## src/rtl/mem_dumper_pkg.sv

```systemverilog
// ---------------------------------------------------------------------------
// mem_dumper_pkg
//   Shared definitions for the memory dumper and its UART transmitter.
//   The UART frame constants are the same ones the program loader's receiver
//   uses, so both ends of the link agree on the frame layout.
//   Contents:
//     START_BIT / STOP_BIT / DATA_BITS / FRAME_BITS : 8N1 frame layout
//     ADR_W                                         : external memory bus width
//     rd_state_e                                    : read FSM state encoding
//     adr_inc()                                     : address increment with wrap
// ---------------------------------------------------------------------------
package mem_dumper_pkg;

    // 8N1 frame: one start bit, eight data bits LSB first, one stop bit.
    localparam logic START_BIT  = 1'b0;
    localparam logic STOP_BIT   = 1'b1;
    localparam int   DATA_BITS  = 8;
    localparam int   FRAME_BITS = DATA_BITS + 2;

    // External memory address width.
    localparam int   ADR_W      = 21;

    // Read FSM: IDLE -> READ -> LATCH -> WAITBUF -> READ ... -> IDLE.
    typedef enum logic [1:0] {
        RD_IDLE    = 2'd0,
        RD_READ    = 2'd1,
        RD_LATCH   = 2'd2,
        RD_WAITBUF = 2'd3
    } rd_state_e;

    // Next dump address; wraps 0x1FFFFF -> 0x000000 naturally at ADR_W bits.
    function automatic logic [ADR_W-1:0] adr_inc(input logic [ADR_W-1:0] a);
        return a + ADR_W'(1);
    endfunction

endpackage : mem_dumper_pkg

```

## src/rtl/mem_dumper_uart_tx.sv

```systemverilog
// ---------------------------------------------------------------------------
// mem_dumper_uart_tx
//   8N1 UART transmitter, LSB first. Takes a byte when valid && ready and
//   drives the start bit on tx one cycle later. Every bit lasts exactly
//   CLKS_PER_BIT cycles. ready is also high in the final cycle of the stop
//   bit, so a waiting byte starts its frame with no idle gap.
//   Ports:
//     clk    in   system clock
//     reset  in   asynchronous, active-high reset (tx returns to idle high)
//     data   in   byte to send, captured on take
//     valid  in   data is available
//     ready  out  transmitter can take a byte this cycle
//     tx     out  serial line, idle high
// ---------------------------------------------------------------------------
module mem_dumper_uart_tx
    import mem_dumper_pkg::*;
#(
    parameter int CLKS_PER_BIT = 104
) (
    input  logic                 clk,
    input  logic                 reset,
    input  logic [DATA_BITS-1:0] data,
    input  logic                 valid,
    output logic                 ready,
    output logic                 tx
);

    localparam int               CNT_W    = $clog2(CLKS_PER_BIT);
    localparam logic [CNT_W-1:0] CNT_LAST = CNT_W'(CLKS_PER_BIT - 1);
    localparam int               IDX_W    = $clog2(FRAME_BITS);
    // Bit index 0 is the start bit, 1..8 the data bits, 9 the stop bit.
    localparam logic [IDX_W-1:0] IDX_STOP = IDX_W'(FRAME_BITS - 1);
    localparam logic [IDX_W-1:0] IDX_D7   = IDX_W'(FRAME_BITS - 2);

    logic                 active_q;
    logic [CNT_W-1:0]     cnt_q;
    logic [IDX_W-1:0]     idx_q;
    logic [DATA_BITS-1:0] shift_q;
    logic                 tx_q;

    logic bit_end;
    logic frame_end;

    assign bit_end   = (cnt_q == CNT_LAST);
    assign frame_end = active_q && bit_end && (idx_q == IDX_STOP);
    assign ready     = !active_q || frame_end;
    assign tx        = tx_q;

    // NOTE: state registers use non-blocking (<=) assignments so every
    // register samples the pre-edge values; blocking (=) here would make the
    // result depend on statement order and mismatch gate-level behaviour.
    always_ff @(posedge clk or posedge reset) begin
        if (reset) begin
            active_q <= 1'b0;
            cnt_q    <= '0;
            idx_q    <= '0;
            shift_q  <= '0;
            tx_q     <= STOP_BIT;
        end else if (valid && ready) begin
            // Take: start bit goes out next cycle, even straight after a stop bit.
            active_q <= 1'b1;
            cnt_q    <= '0;
            idx_q    <= '0;
            shift_q  <= data;
            tx_q     <= START_BIT;
        end else if (active_q) begin
            if (bit_end) begin
                cnt_q <= '0;
                if (idx_q == IDX_STOP) begin
                    active_q <= 1'b0;
                    tx_q     <= STOP_BIT;
                end else begin
                    idx_q <= idx_q + IDX_W'(1);
                    if (idx_q == IDX_D7) begin
                        tx_q <= STOP_BIT;
                    end else begin
                        tx_q    <= shift_q[0];
                        shift_q <= shift_q >> 1;
                    end
                end
            end else begin
                cnt_q <= cnt_q + CNT_W'(1);
            end
        end
    end

endmodule : mem_dumper_uart_tx

```

## src/rtl/mem_dumper.sv

```systemverilog
// ---------------------------------------------------------------------------
// mem_dumper
//   Reads the inclusive address range [base_adr .. last_adr] (wrapping at
//   2^21) from the external memory bus and streams each byte out as an 8N1
//   UART frame. A one-byte buffer lets the next byte be fetched while the
//   current one is shifting, so frames are back to back.
//   Ports:
//     clk       in   system clock
//     reset     in   asynchronous, active-high reset
//     start     in   one-cycle pulse, begins a dump; ignored while busy
//     abort     in   level; stop after the frame(s) already committed
//     base_adr  in   first address, sampled on start
//     last_adr  in   last address (inclusive), sampled on start
//     adr       out  memory address
//     read      out  memory read strobe, active high
//     din       in   memory read data
//     tx        out  UART TX line, idle high
//     busy      out  high from the cycle after start until the last stop bit ends
//     done      out  one-cycle pulse when the dump (or abort) completes
// ---------------------------------------------------------------------------
module mem_dumper
    import mem_dumper_pkg::*;
#(
    parameter int CLKS_PER_BIT = 104,
    parameter int READ_WAIT    = 2
) (
    input  logic                 clk,
    input  logic                 reset,
    input  logic                 start,
    input  logic                 abort,
    input  logic [ADR_W-1:0]     base_adr,
    input  logic [ADR_W-1:0]     last_adr,
    output logic [ADR_W-1:0]     adr,
    output logic                 read,
    input  logic [DATA_BITS-1:0] din,
    output logic                 tx,
    output logic                 busy,
    output logic                 done
);

    localparam int                WAIT_W    = (READ_WAIT > 1) ? $clog2(READ_WAIT) : 1;
    localparam logic [WAIT_W-1:0] WAIT_LAST = WAIT_W'(READ_WAIT - 1);

    rd_state_e            state_q;
    logic [ADR_W-1:0]     cur_q;
    logic [ADR_W-1:0]     cur_d;
    logic [ADR_W-1:0]     end_q;
    logic [ADR_W-1:0]     adr_q;
    logic                 read_q;
    logic [WAIT_W-1:0]    wait_q;
    logic [DATA_BITS-1:0] buf_q;
    logic                 buf_full_q;
    logic                 fetch_done_q;
    logic                 abort_seen_q;
    logic                 busy_q;
    logic                 done_q;

    logic tx_ready;
    logic tx_take;
    logic abort_now;
    logic finish;

    assign cur_d     = adr_inc(cur_q);
    assign tx_take   = buf_full_q && tx_ready;
    // Abort is a level, but a short pulse during a read must still stop the
    // dump, so it is remembered for the rest of the current request.
    assign abort_now = abort || abort_seen_q;
    // Everything fetched, nothing buffered, and the shifter is idle or in the
    // last cycle of its stop bit with nothing to take next.
    assign finish    = fetch_done_q && !buf_full_q && tx_ready;

    assign adr  = adr_q;
    assign read = read_q;
    assign busy = busy_q;
    assign done = done_q;

    always_ff @(posedge clk or posedge reset) begin
        if (reset) begin
            state_q      <= RD_IDLE;
            cur_q        <= '0;
            end_q        <= '0;
            adr_q        <= '0;
            read_q       <= 1'b0;
            wait_q       <= '0;
            buf_q        <= '0;
            buf_full_q   <= 1'b0;
            fetch_done_q <= 1'b0;
            abort_seen_q <= 1'b0;
            busy_q       <= 1'b0;
            done_q       <= 1'b0;
        end else begin
            done_q <= 1'b0;

            if (busy_q && abort) begin
                abort_seen_q <= 1'b1;
            end

            // NOTE: buf_full_q is written in two places below; both live in
            // this one always_ff so there is a single driver, and the FSM's
            // set (LATCH) can never coincide with a take (buffer empty then).
            if (tx_take) begin
                buf_full_q <= 1'b0;
            end

            if (finish) begin
                done_q       <= 1'b1;
                busy_q       <= 1'b0;
                fetch_done_q <= 1'b0;
            end

            unique case (state_q)
                RD_IDLE: begin
                    // done_q high means this is the completion cycle; a start
                    // coinciding with it is dropped.
                    if (start && !busy_q && !done_q) begin
                        cur_q        <= base_adr;
                        end_q        <= last_adr;
                        busy_q       <= 1'b1;
                        abort_seen_q <= 1'b0;
                        fetch_done_q <= 1'b0;
                        adr_q        <= base_adr;
                        read_q       <= 1'b1;
                        wait_q       <= '0;
                        state_q      <= RD_READ;
                    end
                end

                RD_READ: begin
                    // A read in progress always runs to completion, even on abort.
                    if (wait_q == WAIT_LAST) begin
                        buf_q   <= din;
                        read_q  <= 1'b0;
                        state_q <= RD_LATCH;
                    end else begin
                        wait_q <= wait_q + WAIT_W'(1);
                    end
                end

                RD_LATCH: begin
                    buf_full_q <= 1'b1;
                    if ((cur_q == end_q) || abort_now) begin
                        fetch_done_q <= 1'b1;
                        state_q      <= RD_IDLE;
                    end else begin
                        cur_q   <= cur_d;
                        state_q <= RD_WAITBUF;
                    end
                end

                RD_WAITBUF: begin
                    // The buffered byte is still sent on abort; only the next
                    // read is cancelled.
                    if (abort_now) begin
                        fetch_done_q <= 1'b1;
                        state_q      <= RD_IDLE;
                    end else if (!buf_full_q) begin
                        adr_q   <= cur_q;
                        read_q  <= 1'b1;
                        wait_q  <= '0;
                        state_q <= RD_READ;
                    end
                end

                default: state_q <= RD_IDLE;
            endcase
        end
    end

    mem_dumper_uart_tx #(
        .CLKS_PER_BIT (CLKS_PER_BIT)
    ) u_uart_tx (
        .clk   (clk),
        .reset (reset),
        .data  (buf_q),
        .valid (buf_full_q),
        .ready (tx_ready),
        .tx    (tx)
    );

endmodule : mem_dumper

```

## config.mk

```make
export PLATFORM = sky130hd
export DESIGN_NAME = mem_dumper
export DESIGN_NICKNAME = d
export VERILOG_FILES = /design/src/rtl/mem_dumper_pkg.sv /design/src/rtl/mem_dumper_uart_tx.sv /design/src/rtl/mem_dumper.sv
export SDC_FILE = /design/constraint.sdc
export NUM_CORES = 1
export LEC_CHECK = 0
export ABC_AREA = 0
export CAP_MARGIN = 20
export CELL_PAD_IN_SITES_DETAIL_PLACEMENT = 2
export CELL_PAD_IN_SITES_GLOBAL_PLACEMENT = 2
export CORE_MARGIN = 2
export CORE_UTILIZATION = 36
export DETAILED_ROUTE_END_ITERATION = 10
export PLACE_DENSITY = 0.91
export SETUP_SLACK_MARGIN = 0.2
export SLEW_MARGIN = 30
export SYNTH_ARGS = -nofsm -noshare
export SYNTH_HDL_FRONTEND = slang
export SYNTH_SLANG_ARGS = --single-unit
```

## constraint.sdc

```tcl
create_clock -name clk -period 10.21 [get_ports clk]
set_clock_uncertainty 0.15 [all_clocks]
set_input_delay 3.063 -clock clk [delete_from_list [all_inputs] [get_ports clk]]
set_output_delay 3.063 -clock clk [all_outputs]
set_load 0.02 [all_outputs]
```

==> results of run 1 <==
==> synth_stat cells, drive strengths merged (3+ instances only) <==
cell,n
nor4,8
xor2,21
or2,3
clkbuf,25
a311oi,3
ha,5
o21ai,20
a21oi,42
buf,12
dfrtp,100
xnor2,4
a32o,5
inv,12
mux2i,21
nor2,55
a31oi,13
a211oi,3
and2,4
a22oi,5
nand2,139
or3,4
o22ai,5
o41ai,3
nor3,4
nand4,11
a21o,3
nand3,20
and3,5
nor2b,3
o31ai,4
==> cell type report <==
cell class                 count  area share (%)
tap                          184            3.58
inverter                      13           0.797
clock buffer                  11            3.93
multi-input combinational    432            38.8
timing repair buffer          83            12.7
sequential                   101            39.3
clock inverter                 5           0.913
==> layer usage <==
layer | GRT usage [%] | vias up | wire length [um]
li1 | - | 2121 | -
met1 | 27.4 | 2306 | 6990
met2 | 40.1 | 100 | 8830
met3 | 4.04 | 20 | 612
met4 | 5.55 | 0 | 267
met5 | 0 | - | 0
==> cell usage in the layout (no fill, tap or decap), types with 3 or more instances in the layout <==
master,instances
and3_1,5
xor2_1,21
a32o_1,5
xnor2_1,4
clkdlybuf4s50_1,78
ha_1,5
o21ai_0,20
buf_4,5
mux2i_1,21
inv_1,11
o31ai_1,4
a311oi_1,3
o22ai_1,5
a211oi_1,3
nand2_1,139
nand4_1,11
and2_1,4
a22oi_2,5
nor4_1,5
dfrtp_1,100
nand3_1,20
a21oi_1,42
nor2_1,55
clkbuf_16,9
a31oi_1,13
or3_1,3
a21o_1,3
==> flip-flops by register name (all words and copies together), names as in the netlist, 2 cells and up <==
register	cells
end_q	21
adr	21
state_q	2
buf_q	8
u_uart_tx.idx_q	4
u_uart_tx.shift_q	8
cur_q	21
u_uart_tx.cnt_q	7
==> worst register-to-register path, delay by kind of cell, from the launching register on <==
kind | cells | cell delay, ns
compound gates | 1 | 0.71
flops | 1 | 0.48
mux | 1 | 0.36
simple gates | 2 | 1.21
buf+inv | 1 | 0.14
==> kinds of logic (layout without fill, tap and decap cells) <==
kind of cell    Yosys count  after routing  synth area share (%)
compound gates          118            118                  15.2
buf+inv                  50            112                  4.35
flops                   101            101                  48.3
xor+xnor                 25             25                  4.18
mux                      23             23                  4.52
fa+ha+maj                 5              5                  1.20
simple gates            261            261                  22.3
==> power by group through the flow <==
stage               clock network [mW]  logic (mW)  registers, mW
detailed placement                   0       0.698          0.771
floorplan                            0       0.445          0.738
finish                           0.363       0.697          0.768
CTS                              0.370       0.707          0.769
global placement                     0       0.645          0.752
global route                     0.386       0.772          0.795
==> stage by stage <==
| stage | std cells | hold slack (ns) | utilization [%] | power [mW] | setup WS [ns] |
|---|---|---|---|---|---|
| detailed placement | 813 | 0.325 | 42.6 | 1.47 | 4.66 |
| global route | 829 | 0.360 | 44.8 | 1.95 | 4.88 |
| global placement | 813 | 0.312 | 42.6 | 1.40 | 4.70 |
| floorplan | 583 | 0.296 | - | 1.18 | 4.35 |
| finish | 829 | 0.332 | 44.8 | 1.83 | 5.00 |
| CTS | 829 | 0.342 | 44.8 | 1.85 | 5.00 |
==> worst min path at each step <==
stage                         from       end  slack, ns  depth (start not counted)
after CTS                 buf_q[1]  buf_q[1]       0.34                          2
after detailed placement  buf_q[5]  buf_q[5]       0.33                          2
after global routing      buf_q[6]  buf_q[6]       0.36                          2
final                     buf_q[5]  buf_q[5]       0.33                          2
after floorplan           buf_q[0]  buf_q[0]       0.30                          2
after global placement    buf_q[3]  buf_q[3]       0.31                          2
==> out/metrics.cfg, run 1 <==
[sta]
setup_tns_ns = 0
fmax_mhz = 192
tightest_slew_ns = 0.887
hold_violations = 0
rsz0062_at_grt = false
relSlewSlack_pct = 40.7
setup_viol = 0
post-route-period-util_pct = 51.1
min_period_ns = 5.21
drv_slew = 0

[placed_design]
dp_hpwl_um = 11900
placed_area_mm2 = 0.00613
globalplace.congestion = 0.841
portBuffers = 78

[cells_and_area]
drive_above_1_share_pct = 6.67
antenna_cells = 0
regArea_mm2 = 0.00253
nets = 699
final_cell_area_mm2 = 0.00644
area_delta_synth_final_pct = 23.0
multi_input_area_mm2 = 0.00250
num-fill-cells = 1544

[critical_path]
worst-r2r-cell-count = 5
crit_path_end = adr[7]
cp_max_fo = 44
critPathLaunch = start
cp-start-kind = input port
worst-path-buf-inv = 2
crit_chain = clkdlybuf4s50_1 -> nand3_1 -> or3_2 -> o41ai_4 -> buf_4 -> nor2_1 -> a21oi_1
criticalPathCategory = input port to flop
worst_r2r_endpoint = cur_q[1]
cp_slowest_cell = or3_2
r2r_slack_ns = 7.05
end_kind = flop
critical_path.top_delay_family = simple AND/OR/NAND/NOR gates
cp.depth = 7
worstPathArrival_ns = 5.33
rr_startpoint = state_q[0]
crit_required_ns = 10.32
worst_path_largest_cell_delay_ns = 0.75

[floorplan]
rows = 44
die-area_mm2 = 0.0155
die_y_um = 125
core_mm2 = 0.0144
io_pins = 79
start_util_pct = 36.4
die_x_um = 125

[power]
p_sw_mw = 0.751
power_density_mw_per_mm2 = 284
p_seq_share_pct = 42.0
internal-power_mw = 1.08
leakage_nw = 2.89
clockPowerShare_pct = 19.9
sw_frac_of_total_pct = 41.1
vdd_drop_max_uv = 96.8
p_comb_share_pct = 38.1

[detailed_routing]
drt-wirelength-per-cell_um = 20.1
drt_iter0_markers = 187
drc = 0
drt-total-wl_um = 16700
vias = 4547
drtAntennaViolNets = 0
via_per_inst = 5.48
drtPass1Iterations = 4

[yosys]
synth_cells = 583
yosys.area.top_type_share_pct = 47.8
async_flop_share_pct = 100
synth_nets = 642
ys.warnings.count = 0
syn_area_mm2 = 0.00524
synth_seq_area_share_pct = 48.3
synth_ff_type = dfrtp_1
syn_avg_cell_area_um2 = 8.98
synth_edf_count = 0
ys_ff_latch = 101
synth_cell_types = 58
yosysTopAreaCell = dfrtp_1
synthTopCellsByArea = dfrtp_1 48%, nand2_1 10%, a21oi_1 4.0%

[cts]
cts_buffers = 9
clockBufferDepth = 2
cts_max_level = 3
clk_latency_ns = 0.36
cts-root-buf = clkbuf_16
cts_setup_buffers = 0
cts_hold_buf = 0
path_clk_slew_ns = 0.07
cts.sinks = 101
cts_tree = done
cts-resized-gates = 0

[global_routing]
antenna_found_initial = 0
grt_max_degree = 58
grt_pass1_vias = 5067
grt_pass1_wl_um = 27400
track_usage_pct = 22.2
grt-ovfl-total = 0

[job]
maxCapViolations = 0

[status]
status = completed

[hold_path]
hold_path.class = flop to flop

No activity file was read; power rests on OpenSTA's default activity.
==> run 2, diff against run 1 <==
--- a/config.mk
+++ b/config.mk
@@ -10,9 +10,9 @@
 export CELL_PAD_IN_SITES_DETAIL_PLACEMENT = 2
 export CELL_PAD_IN_SITES_GLOBAL_PLACEMENT = 2
 export CORE_MARGIN = 2
-export CORE_UTILIZATION = 36
+export CORE_UTILIZATION = 33
 export DETAILED_ROUTE_END_ITERATION = 10
-export PLACE_DENSITY = 0.91
+export PLACE_DENSITY = 0.85
 export SETUP_SLACK_MARGIN = 0.2
 export SLEW_MARGIN = 30
 export SYNTH_ARGS = -nofsm -noshare
==> constraint.sdc (replaced) <==
create_clock -name clk -period 5.13 [get_ports clk]
set_clock_uncertainty 0.15 [all_clocks]
set_input_delay 1.539 -clock clk [delete_from_list [all_inputs] [get_ports clk]]
set_output_delay 1.539 -clock clk [all_outputs]
set_load 0.02 [all_outputs]
==> run 2 against run 1 <==
  * Critical path depth decreased by 3
  * Die area increased by 8.8%
  * Worst hold slack improved by 0.00095 ns
  * Sequential share of layout area decreased by 0.57 points
  * First-iteration DRC count increased by 2.7%
  * Sequential power increased by 98%
  * Core utilization decreased by 3.2 points
  * Register-to-register slack got worse by 5.2 ns
  * Global-route usage decreased by 1.8 points
  * Via count increased by 1.6%
==> out/metrics.cfg, run 2 (synthesis results as in run 1) <==
[critical_path]
cp_max_fo = 16  ; was 44
criticalPathCategory = input port to flop  ; unchanged
cp_slowest_cell = a21o_1  ; was or3_2
worst_path_largest_cell_delay_ns = 0.72  ; was 0.75 ns
cp-start-kind = input port  ; unchanged
crit_required_ns = 5.22  ; was 10.32 ns
crit_chain = clkdlybuf4s50_1 -> nor3_2 -> a21o_1 -> mux2_4  ; was clkdlybuf4s50_1 -> nand3_1 -> or3_2 -> o41ai_4 -> buf_4 -> nor2_1 -> a21oi_1
worstPathArrival_ns = 3.76  ; was 5.33 ns
end_kind = flop  ; unchanged

[floorplan]
start_util_pct = 33.3  ; was 36.4%
core_mm2 = 0.0157  ; was 0.0144 mm^2
rows = 46  ; was 44
io_pins = 79  ; unchanged
die-area_mm2 = 0.0169  ; was 0.0155 mm^2
die_y_um = 130  ; was 125 um
die_x_um = 130  ; was 125 um

[placed_design]
globalplace.congestion = 0.807  ; was 0.841
portBuffers = 78  ; unchanged
dp_hpwl_um = 11600  ; was 11900 um
pre_cts_slack_ns = 1.12  ; was 4.66 ns

[sta]
setup_ws_ns = 1.45  ; was 5.00 ns
post-route-period-util_pct = 71.7
min_period_ns = 3.68
setup_tns_ns = 0  ; unchanged
hold_violations = 0  ; unchanged
rsz0062_at_grt = false  ; unchanged
drv_slew = 0  ; unchanged
tightest_slew_ns = 0.907  ; was 0.887 ns
fmax_mhz = 272
setup_viol = 0  ; unchanged
relSlewSlack_pct = 39.4  ; was 40.7%

[detailed_routing]
via_per_inst = 5.35  ; was 5.48
drt-wirelength-per-cell_um = 18.9  ; was 20.1 um
drtPass1Iterations = 4  ; unchanged
drtAntennaViolNets = 0  ; unchanged
drt-total-wl_um = 16300  ; was 16700 um
vias = 4620  ; was 4547
drc = 0  ; unchanged
drt_iter0_markers = 192  ; was 187

[cts]
cts_tree = done  ; unchanged
cts-resized-gates = 0  ; unchanged
cts_max_level = 3  ; unchanged
cts_setup_buffers = 0  ; unchanged
cts-root-buf = clkbuf_16  ; unchanged
cts_hold_buf = 0  ; unchanged
clk_latency_ns = 0.35  ; was 0.36 ns
cts.sinks = 101  ; unchanged
cts_buffers = 9  ; unchanged
path_clk_slew_ns = 0.07  ; about the same
clockBufferDepth = 2  ; unchanged

[power]
leakage_nw = 2.93  ; was 2.89 nW
p_comb_share_pct = 37.4  ; was 38.1%
vdd_drop_max_uv = 181  ; was 96.8 uV
power_density_mw_per_mm2 = 566  ; was 284 mW/mm^2
p_sw_mw = 1.48  ; was 0.751 mW
p_seq_share_pct = 41.1  ; was 42.0%
clockPowerShare_pct = 21.5  ; was 19.9%
internal-power_mw = 2.22  ; was 1.08 mW
sw_frac_of_total_pct = 39.9  ; was 41.1%

[cells_and_area]
nets = 702  ; was 699
final_cell_mix = 139 x nand2_1, 100 x dfrtp_1, 78 x clkdlybuf4s50_1  ; unchanged
final_common_cell = nand2_1  ; unchanged
antenna_cells = 0  ; unchanged
area_delta_synth_final_pct = 24.8  ; was 23.0%
drive_above_1_share_pct = 6.94  ; was 6.67%

[global_routing]
grt_pass1_wl_um = 26800  ; was 27400 um
antenna_found_initial = 0  ; unchanged
grt_max_degree = 54  ; was 58
grt-ovfl-total = 0  ; unchanged
track_usage_pct = 20.4  ; was 22.2%
grt_pass1_vias = 5124  ; was 5067

[hold_path]
hold_path.class = flop to flop  ; unchanged

[job]
maxCapViolations = 0  ; unchanged

[status]
status = completed  ; unchanged

[run 2: worst paths after layout]
kind	end	slack, ns	start	depth (start not counted)
max	cur_q[1]	1.45	abort	4
min	read	0.33	read	1
max reg2reg	cur_q[1]	1.88	state_q[0]	5
min reg2reg	read	0.33	read	1
max in group asynchronous	end_q[3]	2.48	reset	3
min in group asynchronous	adr[18]	1.50	reset	2
[run 2: final cells by class]
type	count	area (um^2)
inverters	13	51.3
clock inverters	7	120
multi-input cells	432	2500
well taps	216	270
clock buffers	9	225
flip-flops and latches	101	2530
repair buffers	86	841
fillers	1711	9180
[run 2: worst max-delay path: cells and delay by family]
| family | cells | cell delay (ns) |
|---|---|---|
| compound gates | 1 | 0.72 |
| buf+inv | 1 | 0.53 |
| mux | 1 | 0.35 |
| simple gates | 1 | 0.61 |
[run 2: per-layer routing]
metal,wire [um],track usage [%],vias to the layer above
met5,0,0,-
met4,195,5.25,0
met3,589,4.14,14
met2,8650,36.6,88
met1,6890,25.0,2389
li1,-,-,2129
[run 2: metrics by stage]
step	cells	power [mW]	instance area (um^2)	hold slack [ns]	util, %
2_1_floorplan	583	2.35	5240	0.296	-
3_3_place_gp	848	2.79	6190	0.315	39.4
3_5_place_dp	848	2.91	6190	0.323	39.4
4_1_cts	864	3.74	6530	0.341	41.6
5_1_grt	864	3.98	6530	0.375	41.6
6_report	864	3.70	6530	0.333	41.6
[run 2: power groups by stage]
stage	Clock [mW]	Combinational (mW)	Sequential (mW)
after floorplan	0	0.885	1.47
after global placement	0	1.29	1.50
after detailed placement	0	1.39	1.53
after CTS	0.816	1.41	1.52
after global routing	0.852	1.55	1.58
final	0.794	1.38	1.52
==> run 3, diff against run 2 <==
==> constraint.sdc (replaced) <==
create_clock -name clk -period 3.65 [get_ports clk]
set_clock_uncertainty 0.15 [all_clocks]
set_input_delay 1.095 -clock clk [delete_from_list [all_inputs] [get_ports clk]]
set_output_delay 1.095 -clock clk [all_outputs]
set_load 0.02 [all_outputs]
==> run 3 against run 2 <==
  * Non-clock buffer count rose by 4
  * Total power rose by 37%
  * Critical path type is now flop to flop
  * Register-to-register slack got worse by 1.1 ns
  * Sequential power rose by 41%
  * Critical path depth rose by 3
  * Core utilization fell by 0.13 points
  * Combinational power rose by 43%
  * Clock-buffer cell count rose by 3
  * Final cell count rose by 0.23%
==> out/metrics.cfg, run 3 (synthesis results as in run 1) <==
[critical_path]
criticalPathCategory = flop to flop  ; was input port to flop
worstPathArrival_ns = 3.01  ; was 3.76 ns
worst_path_largest_cell_delay_ns = 0.48  ; was 0.72 ns
end_kind = flop  ; unchanged
r2r_slack_ns = 0.75  ; was 1.88 ns
cp-start-kind = flop  ; was input port
crit_chain = xor2_1 -> nor4_1 -> nand4_1 -> or2_4 -> a21o_1 -> buf_4 -> a32o_1  ; was clkdlybuf4s50_1 -> nor3_2 -> a21o_1 -> mux2_4
cp_max_fo = 22  ; was 16
worst_r2r_endpoint = cur_q[11]  ; was cur_q[1]
cp_slowest_cell = dfrtp_1  ; was a21o_1
rr_startpoint = cur_q[11]  ; was state_q[0]
worst-r2r-cell-count = 7  ; was 5
crit_required_ns = 3.75  ; was 5.22 ns

[detailed_routing]
via_per_inst = 5.30  ; was 5.35
drc = 0  ; unchanged
drt-total-wl_um = 16700  ; was 16300 um
drtPass1Iterations = 7  ; was 4
drt-wirelength-per-cell_um = 19.3  ; was 18.9 um
drt_iter0_markers = 230  ; was 192
vias = 4592  ; was 4620
drtAntennaViolNets = 0  ; unchanged

[power]
leakage_nw = 2.92  ; was 2.93 nW
p_seq_share_pct = 42.3  ; was 41.1%
power_density_mw_per_mm2 = 779  ; was 566 mW/mm^2
internal-power_mw = 3.00  ; was 2.22 mW
vdd_drop_max_uv = 260  ; was 181 uV
p_total_mw = 5.07  ; was 3.70 mW
p_comb_share_pct = 38.7  ; was 37.4%
p_sw_mw = 2.07  ; was 1.48 mW
sw_frac_of_total_pct = 40.8  ; was 39.9%
clockPowerShare_pct = 18.9  ; was 21.5%

[hold_path]
hold_end = buf_q[4]  ; was read
hold_path.class = flop to flop  ; unchanged
worst_hold_startpoint = buf_q[4]  ; was read
min_path_cells = 2  ; was 1

[floorplan]
core_mm2 = 0.0157  ; unchanged
rows = 46  ; unchanged
die_x_um = 130  ; unchanged
io_pins = 79  ; unchanged
start_util_pct = 33.3  ; unchanged
die-area_mm2 = 0.0169  ; unchanged
die_y_um = 130  ; unchanged

[global_routing]
antenna_found_initial = 0  ; unchanged
grt_pass1_wl_um = 27100  ; was 26800 um
grt_pass1_vias = 5052  ; was 5124
track_usage_pct = 20.9  ; was 20.4%
grt-ovfl-total = 0  ; unchanged
grt_max_degree = 54  ; unchanged

[status]
status = completed  ; unchanged

[cts]
cts_tree = done  ; unchanged
path_clk_slew_ns = 0.07  ; about the same
cts_buffers = 9  ; unchanged
clk_latency_ns = 0.36  ; was 0.35 ns
cts_hold_buf = 0  ; unchanged
cts_max_level = 3  ; unchanged
cts_setup_buffers = 0  ; unchanged
cts.sinks = 101  ; unchanged
clockBufferDepth = 2  ; unchanged
cts-root-buf = clkbuf_16  ; unchanged
cts-resized-gates = 0  ; unchanged

[sta]
setup_tns_ns = 0  ; unchanged
post-route-period-util_pct = 79.6
setup_viol = 0  ; unchanged
relSlewSlack_pct = 47.8  ; was 39.4%
min_period_ns = 2.90
fmax_mhz = 344
tightest_slew_ns = 0.780  ; was 0.907 ns
hold_violations = 0  ; unchanged
drv_slew = 0  ; unchanged
rsz0062_at_grt = false  ; unchanged

[cells_and_area]
num-fill-cells = 1700  ; was 1711
drive_above_1_share_pct = 6.92  ; was 6.94%
final_cell_mix = 139 x nand2_1, 100 x dfrtp_1, 78 x clkdlybuf4s50_1  ; unchanged
antenna_cells = 0  ; unchanged
area_delta_synth_final_pct = 24.4  ; was 24.8%
nets = 706  ; was 702
final_common_cell = nand2_1  ; unchanged

[placed_design]
portBuffers = 78  ; unchanged
dp_hpwl_um = 12200  ; was 11600 um
globalplace.congestion = 0.778  ; was 0.807

[job]
maxCapViolations = 0  ; unchanged

run 3: changes by cell type in the layout (fill, tap and decap cells not counted):
cell and change:
buf_4 +3, bufinv_16 -2, clkbuf_1 +2, inv_6 -2, buf_12 +1, clkbuf_8 +1
inv_4 -1
run 3: metrics by stage:
step	instances	area (um^2)	util, %	hold slack, ns	worst slack [ns]
floorplan	583	5240	-	0.296	1.20
global route	866	6510	41.5	0.378	0.652
CTS	866	6510	41.5	0.344	0.756
detailed placement	852	6230	39.7	0.326	0.421
global placement	852	6230	39.7	0.316	0.567
finish	866	6510	41.5	0.335	0.746
run 3: power by group through the flow:
stage | Clock, mW | Sequential [mW] | Combinational (mW)
after floorplan | 0 | 2.06 | 1.24
after global placement | 0 | 2.12 | 1.83
after detailed placement | 0 | 2.16 | 1.98
after CTS | 0.992 | 2.15 | 1.99
after global routing | 1.04 | 2.22 | 2.19
final | 0.960 | 2.15 | 1.97
run 3: final cells by class:
cell class / instances / area (um^2) / share of cell area, %
Tap cell: 216 / 270 / 4.15
Clock buffer: 12 / 246 / 3.78
Sequential cell: 101 / 2530 / 38.8
Clock inverter: 2 / 35.0 / 0.538
Multi-Input combinational cell: 432 / 2500 / 38.3
Timing Repair Buffer: 90 / 883 / 13.6
Inverter: 13 / 52.6 / 0.807
run 3: worst max-delay path by stage:
stage	start	cells past startpoint	slack, ns	to
2_1_floorplan	reset	1	1.20	abort_seen_q
3_3_place_gp	abort	5	0.57	adr[1]
3_5_place_dp	abort	5	0.42	adr[14]
4_1_cts	cur_q[11]	7	0.76	cur_q[11]
5_1_grt	abort	5	0.65	adr[14]
6_report	cur_q[11]	7	0.75	cur_q[11]
run 3: worst max-delay path: cells and delay by family, from the launching register on:
family	cells	cell delay [ns]
AND/OR/NAND/NOR	3	1.03
XOR/XNOR	1	0.23
buffers and inverters	1	0.27
flip-flops	1	0.48
AO/OA/AOI/OAI	2	0.62
run 3: per-layer routing:
| layer | track usage (%) | vias up | wire [um] |
|---|---|---|---|
| met5 | 0 | - | 0 |
| met4 | 5.25 | 0 | 255 |
| met3 | 5.00 | 23 | 557 |
| met2 | 37.2 | 88 | 8650 |
| met1 | 25.5 | 2348 | 7230 |
| li1 | - | 2133 | - |
